`config.mk`:
```
export PLATFORM = sky130hd
export DESIGN_NAME = uart_tx_buffered_flat
export DESIGN_NICKNAME = d
export VERILOG_FILES = /design/src/rtl/uart_pkg.sv /design/src/rtl/uart_tx_buffered_if.sv /design/src/rtl/uart_baud_gen.sv /design/src/rtl/uart_tx_buffered.sv /design/src/flat_wrapper.sv
export SDC_FILE = /design/constraint.sdc
export NUM_CORES = 1
export LEC_CHECK = 0
export ABC_CLOCK_PERIOD_IN_PS = 3400
export CAP_MARGIN = 40
export CORE_MARGIN = 2
export CORE_UTILIZATION = 40
export CTS_CLUSTER_DIAMETER = 50
export CTS_CLUSTER_SIZE = 12
export DETAILED_ROUTE_END_ITERATION = 10
export GPL_TIMING_DRIVEN = 0
export HOLD_SLACK_MARGIN = 0.12
export PLACE_DENSITY_LB_ADDON = 0.25
export SLEW_MARGIN = 20
export SYNTH_ARGS = -nofsm -noshare
export SYNTH_HDL_FRONTEND = slang
export SYNTH_HIERARCHICAL = 1
export SYNTH_SLANG_ARGS = --single-unit
```
`constraint.sdc`:
```
create_clock -name i_clk -period 3.4 [get_ports i_clk]
set_clock_uncertainty 0.1 [all_clocks]
set_input_delay 0.68 -clock i_clk [delete_from_list [all_inputs] [get_ports i_clk]]
set_output_delay 0.68 -clock i_clk [all_outputs]
set_load 0.005 [all_outputs]
```
`src/rtl/uart_pkg.sv`:
```
// rtl/uart_pkg.sv - shared UART constants and transmitter/receiver FSM state encoding
package uart_pkg;
   localparam int OVERSAMPLE  = 16;
   localparam int DEF_DBIT    = 8;
   localparam int DEF_SB_TICK = 16;
   localparam int DEF_DVSR    = 5;

   typedef enum logic [1:0] {
      ST_IDLE  = 2'b00,
      ST_START = 2'b01,
      ST_DATA  = 2'b10,
      ST_STOP  = 2'b11
   } uart_state_e;

   // Bits needed to count 0..max_val, never fewer than one.
   function automatic int cnt_w(input int max_val);
      return (max_val < 2) ? 1 : $clog2(max_val + 1);
   endfunction
endpackage

```
`src/rtl/uart_tx_buffered_if.sv`:
```
// rtl/uart_tx_buffered_if.sv - valid/ready byte handshake into the buffered transmitter
interface uart_tx_buffered_if
   import uart_pkg::*;
#(
   parameter int DBIT = DEF_DBIT
);
   logic [DBIT-1:0] i_tx_data;
   logic            i_tx_valid;
   logic            o_tx_ready;

   modport master (output i_tx_data, output i_tx_valid, input o_tx_ready);
   modport slave  (input i_tx_data, input i_tx_valid, output o_tx_ready);
endinterface

```
`src/rtl/uart_baud_gen.sv`:
```
// rtl/uart_baud_gen.sv - oversampling tick generator, one tick every DVSR clocks
module uart_baud_gen
   import uart_pkg::*;
#(
   parameter int DVSR = DEF_DVSR
) (
   input  logic i_clk,
   input  logic i_reset_n,
   input  logic i_clr,
   output logic o_tick
);
   localparam int            CW   = cnt_w(DVSR - 1);
   localparam logic [CW-1:0] LAST = CW'(DVSR - 1);

   logic [CW-1:0] cnt_q, cnt_d;

   always_comb begin
      cnt_d = cnt_q + CW'(1);
      if (i_clr || cnt_q == LAST) begin
         cnt_d = '0;
      end
   end

   always_ff @(posedge i_clk or negedge i_reset_n) begin
      if (!i_reset_n) begin
         cnt_q <= '0;
      end else begin
         cnt_q <= cnt_d;
      end
   end

   assign o_tick = !i_clr && (cnt_q == LAST);
endmodule

```
`src/rtl/uart_tx_buffered.sv`:
```
// rtl/uart_tx_buffered.sv - FIFO-buffered UART transmitter, LSB first, 16x tick timing
module uart_tx_buffered
   import uart_pkg::*;
#(
   parameter int DBIT    = DEF_DBIT,
   parameter int SB_TICK = DEF_SB_TICK,
   parameter int DVSR    = DEF_DVSR,
   parameter int FIFO_AW = 2
) (
   input  logic                 i_clk,
   input  logic                 i_reset_n,
   uart_tx_buffered_if.slave    tx_if,
   output logic                 o_tx,
   output logic                 o_tx_busy,
   output logic                 o_tx_done_tick,
   output logic [FIFO_AW:0]     o_fifo_count
);
   localparam int DEPTH = 2 ** FIFO_AW;
   localparam int CW    = FIFO_AW + 1;
   localparam int SW    = cnt_w(((SB_TICK > OVERSAMPLE) ? SB_TICK : OVERSAMPLE) - 1);
   localparam int NW    = cnt_w(DBIT - 1);

   localparam logic [SW-1:0] S_BIT_LAST  = SW'(OVERSAMPLE - 1);
   localparam logic [SW-1:0] S_STOP_LAST = SW'(SB_TICK - 1);
   localparam logic [NW-1:0] N_LAST      = NW'(DBIT - 1);
   localparam logic [CW-1:0] FULL_CNT    = CW'(DEPTH);

   logic [DBIT-1:0]    mem_q [DEPTH];
   logic [FIFO_AW-1:0] wr_ptr_q, wr_ptr_d, rd_ptr_q, rd_ptr_d;
   logic [CW-1:0]      count_q, count_d;
   logic               push, pop, empty, full;

   uart_state_e        state_q, state_d;
   logic [SW-1:0]      s_q, s_d;
   logic [NW-1:0]      n_q, n_d;
   logic [DBIT-1:0]    b_q, b_d;
   logic               tx_q, tx_d, busy_q, busy_d, done_q, done_d;
   logic               tick, baud_clr;

   assign full  = (count_q == FULL_CNT);
   assign empty = (count_q == '0);
   assign push  = tx_if.i_tx_valid && !full;

   // Baud counter sits at zero while idle so a new frame always gets full-length bits.
   assign baud_clr = (state_q == ST_IDLE);

   uart_baud_gen #(.DVSR(DVSR)) u_baud (
      .i_clk     (i_clk),
      .i_reset_n (i_reset_n),
      .i_clr     (baud_clr),
      .o_tick    (tick)
   );

   always_comb begin
      state_d = state_q;
      s_d     = s_q;
      n_d     = n_q;
      b_d     = b_q;
      pop     = 1'b0;
      done_d  = 1'b0;
      case (state_q)
         ST_IDLE: begin
            if (!empty) begin
               pop     = 1'b1;
               b_d     = mem_q[rd_ptr_q];
               s_d     = '0;
               state_d = ST_START;
            end
         end
         ST_START: begin
            if (tick) begin
               if (s_q == S_BIT_LAST) begin
                  s_d     = '0;
                  n_d     = '0;
                  state_d = ST_DATA;
               end else begin
                  s_d = s_q + SW'(1);
               end
            end
         end
         ST_DATA: begin
            if (tick) begin
               if (s_q == S_BIT_LAST) begin
                  s_d = '0;
                  b_d = b_q >> 1;
                  if (n_q == N_LAST) begin
                     state_d = ST_STOP;
                  end else begin
                     n_d = n_q + NW'(1);
                  end
               end else begin
                  s_d = s_q + SW'(1);
               end
            end
         end
         ST_STOP: begin
            if (tick) begin
               if (s_q == S_STOP_LAST) begin
                  done_d = 1'b1;
                  s_d    = '0;
                  // Chain straight into the next start bit when more data is waiting.
                  if (!empty) begin
                     pop     = 1'b1;
                     b_d     = mem_q[rd_ptr_q];
                     state_d = ST_START;
                  end else begin
                     state_d = ST_IDLE;
                  end
               end else begin
                  s_d = s_q + SW'(1);
               end
            end
         end
         default: state_d = ST_IDLE;
      endcase
   end

   always_comb begin
      wr_ptr_d = wr_ptr_q;
      rd_ptr_d = rd_ptr_q;
      count_d  = count_q;
      if (push) wr_ptr_d = wr_ptr_q + FIFO_AW'(1);
      if (pop)  rd_ptr_d = rd_ptr_q + FIFO_AW'(1);
      case ({push, pop})
         2'b10:   count_d = count_q + CW'(1);
         2'b01:   count_d = count_q - CW'(1);
         default: count_d = count_q;
      endcase
   end

   always_comb begin
      tx_d = 1'b1;
      case (state_q)
         ST_START: tx_d = 1'b0;
         ST_DATA:  tx_d = b_q[0];
         default:  tx_d = 1'b1;
      endcase
      busy_d = (state_q != ST_IDLE);
   end

   always_ff @(posedge i_clk) begin
      if (push) begin
         mem_q[wr_ptr_q] <= tx_if.i_tx_data;
      end
   end

   always_ff @(posedge i_clk or negedge i_reset_n) begin
      if (!i_reset_n) begin
         state_q  <= ST_IDLE;
         s_q      <= '0;
         n_q      <= '0;
         b_q      <= '0;
         tx_q     <= 1'b1;
         busy_q   <= 1'b0;
         done_q   <= 1'b0;
         wr_ptr_q <= '0;
         rd_ptr_q <= '0;
         count_q  <= '0;
      end else begin
         state_q  <= state_d;
         s_q      <= s_d;
         n_q      <= n_d;
         b_q      <= b_d;
         tx_q     <= tx_d;
         busy_q   <= busy_d;
         done_q   <= done_d;
         wr_ptr_q <= wr_ptr_d;
         rd_ptr_q <= rd_ptr_d;
         count_q  <= count_d;
      end
   end

   assign tx_if.o_tx_ready = !full;
   assign o_tx             = tx_q;
   assign o_tx_busy        = busy_q;
   assign o_tx_done_tick   = done_q;
   assign o_fifo_count     = count_q;
endmodule

```
`src/flat_wrapper.sv`:
```
// flat-port wrapper written by rule: the top's interface ports become plain ports
module uart_tx_buffered_flat import uart_pkg::*;
#(
   parameter int DBIT    = DEF_DBIT,
   parameter int SB_TICK = DEF_SB_TICK,
   parameter int DVSR    = DEF_DVSR,
   parameter int FIFO_AW = 2
)
  (i_clk, i_reset_n, o_tx, o_tx_busy, o_tx_done_tick, o_fifo_count, tx_if_i_tx_data, tx_if_i_tx_valid, tx_if_o_tx_ready);
  uart_tx_buffered_if #(.DBIT(DBIT)) tx_if_i ();
  input  logic i_clk;
  input  logic i_reset_n;
  output logic o_tx;
  output logic o_tx_busy;
  output logic o_tx_done_tick;
  output logic [FIFO_AW:0] o_fifo_count;
  input wire logic [$bits(tx_if_i.i_tx_data)-1:0] tx_if_i_tx_data;
  input wire logic [$bits(tx_if_i.i_tx_valid)-1:0] tx_if_i_tx_valid;
  output wire logic [$bits(tx_if_i.o_tx_ready)-1:0] tx_if_o_tx_ready;
  assign tx_if_i.i_tx_data = tx_if_i_tx_data;
  assign tx_if_i.i_tx_valid = tx_if_i_tx_valid;
  assign tx_if_o_tx_ready = tx_if_i.o_tx_ready;
  uart_tx_buffered #(.DBIT(DBIT), .SB_TICK(SB_TICK), .DVSR(DVSR), .FIFO_AW(FIFO_AW)) u_core (.i_clk(i_clk), .i_reset_n(i_reset_n), .tx_if(tx_if_i), .o_tx(o_tx), .o_tx_busy(o_tx_busy), .o_tx_done_tick(o_tx_done_tick), .o_fifo_count(o_fifo_count));
endmodule
```
Yosys cells after proc, flatten, opt, wreduce, memory -nomap -nowiden
Memories as Yosys holds them, arrays and structs flattened.
Index checks and enable logic that the tools add are counted.
{"block": "op_classes", "addsub": 7, "n_eq_ne": 19, "n_mux": 38, "n_reduce_logical": 16}
{"cell": "two-way mux 8 bit", "count": 5}
{"cell": "one-hot mux 8 bit (3 select lines)", "count": 1}
{"cell": "two-way mux 3 bit", "count": 6}
{"cell": "two-way mux 2 bit", "count": 8}
{"cell": "inequality test 2 x 1 -> 1 bit, second input constant", "count": 8}
{"cell": "two-way mux 4 bit", "count": 3}
{"cell": "one-hot mux 3 bit (2 select lines)", "count": 2}
{"cell": "adder 3 x 1 -> 3 bit, second input constant", "count": 3}
{"cell": "== test 3 bit, second input constant", "count": 3}
{"cell": "two-way mux 1 bit", "count": 9}
{"cell": "one-hot mux 2 bit (4 select lines)", "count": 1}
{"cell": "one-hot mux 4 bit (2 select lines)", "count": 1}
{"cell": "AND reduction 8 bit", "count": 1}
{"cell": "== test 2 bit, second input constant", "count": 3}
{"cell": "AND reduction 6 bit", "count": 1}
{"cell": "nonzero test 2 bit", "count": 3}
{"cell": "AND reduction 5 bit", "count": 1}
{"cell": "adder 2 x 1 -> 2 bit, second input constant", "count": 2}
{"cell": "adder 4 x 1 -> 4 bit, second input constant", "count": 1}
{"cell": "== test 2 x 1 -> 1 bit, second input constant", "count": 2}
{"cell": "== test 4 bit, second input constant", "count": 1}
{"cell": "inequality test 2 bit, second input constant", "count": 2}
{"cell": "one-hot mux 1 bit (2 select lines)", "count": 2}
{"cell": "zero test 3 bit", "count": 1}
{"cell": "other kinds (8)", "count": 10}
{"block": "totals", "register_bits": 30, "ramBits": 32, "in_bits": 11, "out_inout_bits": 7, "wordCells": 92, "memories": 1}
{"name": "u_core.mem_q", "depth": 4, "word_bits": 8, "read_ports": 1, "rd_clocked_by_memory_dff": 0, "write_ports": 1, "line_no": "uart_tx_buffered.sv:28", "rtl": "logic [DBIT-1:0] mem_q [DEPTH];"}

Depth between registers and ports, before layout
{"block": "depth", "ltp_word": 7, "depth_mapped": 12, "mapped_depth_nobuf": 12}

By module
Netlist, hierarchy kept.
{"mod": "uart_tx_buffered", "n_inst": 1, "cells_each": 182, "area_per_inst_um2": 2623.8, "seq_area_each_um2": 1637.8}
{"mod": "uart_baud_gen", "n_inst": 1, "cells_each": 15, "area_per_inst_um2": 152.6, "seq_area_each_um2": 75.1}

Worst setup path before layout
OpenSTA, ideal clock, no wires.
{"block": "synth_path", "path_kind": "flip-flop to flip-flop", "start": "register u_core.state_q[0]", "end": "register u_core.count_q[1] (netlist: u_core/o_fifo_count[1])", "setup_time_ns": 0.125, "arrival_time_ns": 2.388, "t_required_ns": 3.175, "slack_ns": 0.787, "path_stages_with_launch": 10, "path_buffers": 0, "period_less_slack_ns": 2.613, "cell_sequence": "dfrtp_1 > inv_1 > ha_1 > nor2_1 > and4_1 > a21oi_1 > nor3_1 > ha_1 > fa_1 > mux2_2"}
{"block": "synth_via", "elab_chain_len": 7, "elab_cells_between_ends": 10, "cone_classes": "eq/ne: 3; mux: 3; reduce/logical: 4"}
{"element": "start, declared", "line_no": "uart_tx_buffered.sv:33", "rtl": "uart_state_e state_q, state_d;"}
{"element": "start signal, assigned", "line_no": "uart_tx_buffered.sv:160", "rtl": "state_q <= state_d;"}
{"element": "zero test 2 bit *", "line_no": "uart_tx_buffered.sv:45", "rtl": "assign baud_clr = (state_q == ST_IDLE);"}
{"element": "net u_core.baud_clr", "line_no": "uart_tx_buffered.sv:38", "rtl": "logic tick, baud_clr;"}
{"element": "zero test 1 bit *", "line_no": "uart_baud_gen.sv:32", "rtl": "assign o_tick = !i_clr && (cnt_q == LAST);"}
{"element": "logical AND 1 bit *", "line_no": "uart_baud_gen.sv:32"}
{"element": "net u_core.tick", "line_no": "uart_tx_buffered.sv:38"}
{"element": "two-way mux 1 bit *", "line_no": "uart_tx_buffered.sv:97", "rtl": "if (tick) begin"}
{"element": "one-hot mux 1 bit (2 select lines) *", "line_no": "uart_tx_buffered.sv:61", "rtl": "case (state_q)"}
{"element": "net u_core.pop", "line_no": "uart_tx_buffered.sv:31", "rtl": "logic push, pop, empty, full;"}
{"element": "== test 2 x 1 -> 1 bit / == test 2 bit (equally long branches)", "line_no": "uart_tx_buffered.sv:124", "rtl": "case ({push, pop})"}
{"element": "one-hot mux 3 bit (2 select lines) *", "line_no": "uart_tx_buffered.sv:124"}
{"element": "net u_core.count_d[1]", "line_no": "uart_tx_buffered.sv:30", "rtl": "logic [CW-1:0] count_q, count_d;"}
{"element": "end signal, assigned", "line_no": "uart_tx_buffered.sv:169", "rtl": "count_q <= count_d;"}
{"element": "end, declared", "line_no": "uart_tx_buffered.sv:30"}
The timed path passes the listed nets; every way through them passes the cells marked *.
A chain may end at the register's enable or synchronous reset.

Worst setup path after layout
Ends and elaborated chain as after synthesis.

==> results <==
- The die extent in y is 87.3 µm.
- After synthesis, the mean cell area works out to 14.1 µm².
- The region available for standard cell placement spans 0.00676 mm².
- Clock-pin slew was measured on the worst setup and hold paths at 0.07 ns.
- Broken down by cell family, the worst path's largest delay share belongs to adder cells.
- Setup repair after global routing left no endpoint under its margin.
- Dividing total power by cell area gives a power density of 921 mW/mm².
- The aggregate global routing overflow is 0.
- The number of antenna violations at the first check in global routing is 0.
- The count of unique library cells instantiated by Yosys is ~40.
- The area growth from synthesis to layout is 17.5%.
- The worst path meets setup with 0.443 ns of slack.
- The actual slew at the worst max-slew pin is 0.661 ns.
- The cell area that synthesis handed to floorplanning was 0.00278 mm².
- In this run, post-CTS repair resized a total of 0 instances.
- The cell that appears most often on the critical path is sky130_fd_sc_hd__ha_1.
- The run finished with clean final reports.
- Timing analysis after detailed placement gives a worst setup slack of 0.470 ns.
- The clock tree root driver cell is sky130_fd_sc_hd__clkbuf_8.
- The sequential element share of the synthesized area is 61.7%.
- The estimated wirelength of the detail-placed design is 3000 µm.
- The first-pass GRT wire length is 7450 µm.
- The initial utilization of the core area, before any placement, comes to 41.1%.
- The number of sinks handled by clock tree synthesis is 62.
- The worst hold-check path type is in -> async.
- The hold violation total from the final report is 0.
- The maximum vdd ir drop is 439 µV.
- The maximum fanout along the worst path is 7.
- The leakage power of the design is 1.32 nW.
- The detailed-routing iteration count for the pre-antenna-repair pass is 6.
- The number of global-route vias before repair was 1563.
- The depth of the CTS H-tree is 3.
- Counting the buffers created by CTS gives 9.
- The detailed-route wire length per cell is 14.3 µm.
- At the end of the flow, the number of nets in the layout was 253.
- The clock tree from TritonCTS is built.
- The floorplan step defined a die boundary enclosing 0.00762 mm².
- The worst setup path is captured at a flip-flop.
- At the worst endpoint, the required time is ~3.5 ns.
- The highest clock frequency the design can meet is 0.338 GHz.
- The largest single stage delay on the critical path is 0.46 ns.
- The type of the worst setup path is reg -> reg.
- Dividing the detail-routed via count by the number of cells gives between 5 and 6.
- In this run, synthesis produced a sequential element count of 62.
- The number of nets handed over by synthesis was 225.
- The fraction of layout instances using a drive strength above 1 is between 10% and 20%.
- The total number of yosys warnings is 6.
- Setup violations remaining at the end of the flow were counted as 0.
- The vias after detailed routing is approximately 1600.
- The number of buffers inserted by port buffering is 17.
- The die is 87.3 µm wide.
- Entering global routing, the biggest net connects 31 pins.
- In this run, the number of DRC markers left after iteration 0 of detailed routing was 65.
- The signal on the critical path passes through inv_1 > ha_1 > nor2_1 > and4_1 > a21oi_1 > nor3_1 > ha_1 > fa_1 > mux2_2.
- The remaining number of nets flagged by the antenna check after routing is 0.
- After layout, the worst path uses 87.0% of the clock period.
- The max-slew violation count is 0.
- Max-cap violations in this run came to 0.
- For this design, the slowest cell found on the critical path is sky130_fd_sc_hd__dfrtp_1.
- The longest clock path from root to sink contains 2 buffers.
- The antenna diode count is 0.
- In the routed design, unresolved DRC markers number 0.
- The combined buffer and inverter count along the critical path is 1.
- The count of fill cells added during filler insertion is approximately 630.
- The final weighted congestion in routability-driven placement is 0.726.
- After routing, the total negative slack on setup checks comes to 0 ns.
- The worst slew margin relative to its limit is approximately 56%.
- For the worst-skew pair, the clock arrives at the later sink with an insertion delay of 0.33 ns.
- The instance count of the mapped netlist is roughly 200.
- The final layout contains routed wiring with a total length of 4430 µm.
- The global routing usage summed across all routing layers is 13.0%.
- The site row count is 30.
- Data arrives at the worst endpoint at around 3.1 ns.
- The worst setup path is launched from a flip-flop.
- The number of hold-repair buffers added at the cts stage is 0.
- The number of setup buffers added after CTS is 0.
- The I/O pin count is 18.
- The time the worst path needs with I/O delays and setup is just under 3 ns.
-- stage by stage --
step | util, % | power, mW | instances | hold slack (ns) | area, µm²
after global routing | 48.3 | 3.24 | 310 | 0.324 | 3260
after floorplan | - | 2.01 | 197 | 0.284 | 2780
after detailed placement | 45.0 | 2.32 | 294 | 0.411 | 3040
after CTS | 48.3 | 3.05 | 310 | 0.281 | 3260
final | 48.3 | 3.00 | 310 | 0.276 | 3260
after global placement | 45.1 | 2.30 | 294 | 0.400 | 3050
-- metal layers --
layer	up-vias	GRT usage (%)	wire length, µm	part of all wire, %
met4	0	6.71	32	0.72
met2	29	19.2	2150	49
met5	-	0	0	0
met3	5	3.70	141	3.2
met1	770	17.5	2110	48
li1	781	-	-	-
-- flip-flops by register name, summed over array words and instances (netlist names) --
signal / flops
u_core/b_q: 8
u_core/mem_q: 32
u_core/n_q: 3
u_core/o_fifo_count: 3
u_core/o_tx: 1
u_core/o_tx_busy: 1
u_core/o_tx_done_tick: 1
u_core/rd_ptr_q: 2
u_core/s_q: 4
u_core/state_q: 2
u_core/u_baud/cnt_q: 3
u_core/wr_ptr_q: 2
-- Yosys cell counts --
cell type	count	share of area (%)
sky130_fd_sc_hd__dfstp_2	1	0.95
sky130_fd_sc_hd__mux4_2	8	6.5
sky130_fd_sc_hd__and3_1	4	0.90
sky130_fd_sc_hd__a21oi_1	12	2.2
sky130_fd_sc_hd__and2_1	4	0.90
sky130_fd_sc_hd__fa_1	1	0.72
sky130_fd_sc_hd__nor4b_1	1	0.32
sky130_fd_sc_hd__or3b_1	1	0.32
sky130_fd_sc_hd__clkbuf_1	1	0.14
sky130_fd_sc_hd__buf_2	1	0.18
sky130_fd_sc_hd__buf_1	1	0.14
sky130_fd_sc_hd__o22a_1	1	0.32
sky130_fd_sc_hd__xor2_1	3	0.95
sky130_fd_sc_hd__nand2b_1	3	0.68
sky130_fd_sc_hd__a22oi_1	2	0.54
sky130_fd_sc_hd__inv_1	11	1.5
sky130_fd_sc_hd__nor2b_1	1	0.23
sky130_fd_sc_hd__mux2i_1	7	2.5
sky130_fd_sc_hd__nor3_1	2	0.36
sky130_fd_sc_hd__nand2_1	12	1.6
sky130_fd_sc_hd__mux2_2	2	0.81
sky130_fd_sc_hd__nand4_1	1	0.23
sky130_fd_sc_hd__a221oi_2	1	0.54
sky130_fd_sc_hd__or2_1	1	0.23
sky130_fd_sc_hd__or4b_2	1	0.36
sky130_fd_sc_hd__nor3_2	1	0.36
sky130_fd_sc_hd__o21ai_0	11	2.0
sky130_fd_sc_hd__a31oi_1	1	0.23
sky130_fd_sc_hd__dfrtp_1	29	26
sky130_fd_sc_hd__a311o_1	1	0.36
sky130_fd_sc_hd__a31o_2	1	0.32
sky130_fd_sc_hd__or3_1	1	0.23
sky130_fd_sc_hd__o2bb2ai_1	1	0.32
sky130_fd_sc_hd__o41a_1	1	0.41
sky130_fd_sc_hd__edfxtp_1	32	35
sky130_fd_sc_hd__and4_1	1	0.32
sky130_fd_sc_hd__xnor2_1	3	0.95
sky130_fd_sc_hd__a222oi_1	1	0.36
sky130_fd_sc_hd__nor2_1	13	1.8
sky130_fd_sc_hd__buf_6	1	0.41
sky130_fd_sc_hd__ha_1	16	7.2
-- cells in the final DEF (no fill, tap or decap), types with 4 or more instances in the layout --
master	instances
sky130_fd_sc_hd__mux2i_1	7
sky130_fd_sc_hd__a21oi_1	12
sky130_fd_sc_hd__dfrtp_1	29
sky130_fd_sc_hd__edfxtp_1	32
sky130_fd_sc_hd__clkbuf_8	9
sky130_fd_sc_hd__o21ai_0	11
sky130_fd_sc_hd__and2_1	4
sky130_fd_sc_hd__mux4_2	8
sky130_fd_sc_hd__nor2_1	13
sky130_fd_sc_hd__nand2_1	12
sky130_fd_sc_hd__clkdlybuf4s50_1	16
sky130_fd_sc_hd__inv_1	11
sky130_fd_sc_hd__ha_1	16
sky130_fd_sc_hd__and3_1	4
-- power by group --
part | switching, mW | total [mW] | internal (mW)
Sequential | 0.141 | 1.19 | 1.05
Combinational | 0.572 | 1.11 | 0.540
Clock | 0.291 | 0.706 | 0.415
-- layout make-up --
| cell class | instances | area (µm²) | area share, % |
|---|---|---|---|
| repair buffers | 17 | 165 | 5.06 |
| multi-input cells | 120 | 998 | 30.6 |
| inverters | 11 | 41.3 | 1.27 |
| well taps | 80 | 100 | 3.07 |
| clock buffers | 9 | 124 | 3.80 |
| clock inverters | 7 | 96.3 | 2.95 |
| flip-flops and latches | 62 | 1710 | 52.5 |
| plain buffers | 4 | 23.8 | 0.729 |
-- cell families after synthesis --
family | synth area share (%)
flip-flops | 61.7
adder cells (fa/ha/maj) | 7.93
XOR/XNOR | 1.89
multiplexers | 9.82
buffers and inverters | 2.34
AO/OA/AOI/OAI | 7.53
AND/OR/NAND/NOR | 8.79
-- final timing paths --
kind	startpoint	end	slack [ns]	cells after the start
worst max register to register	u_core/state_q[0]	u_core/o_fifo_count[1]	0.44	9
worst max-delay path	u_core/state_q[0]	u_core/o_fifo_count[1]	0.44	9
worst min-delay path	i_reset_n	u_core/s_q[1]	0.28	1
min in group i_clk	u_core/b_q[0]	u_core/o_tx	0.42	2
max in group asynchronous	i_reset_n	u_core/b_q[0]	2.49	1
worst min register to register	u_core/b_q[0]	u_core/o_tx	0.42	2
No activity file was read; power rests on OpenSTA's default activity.
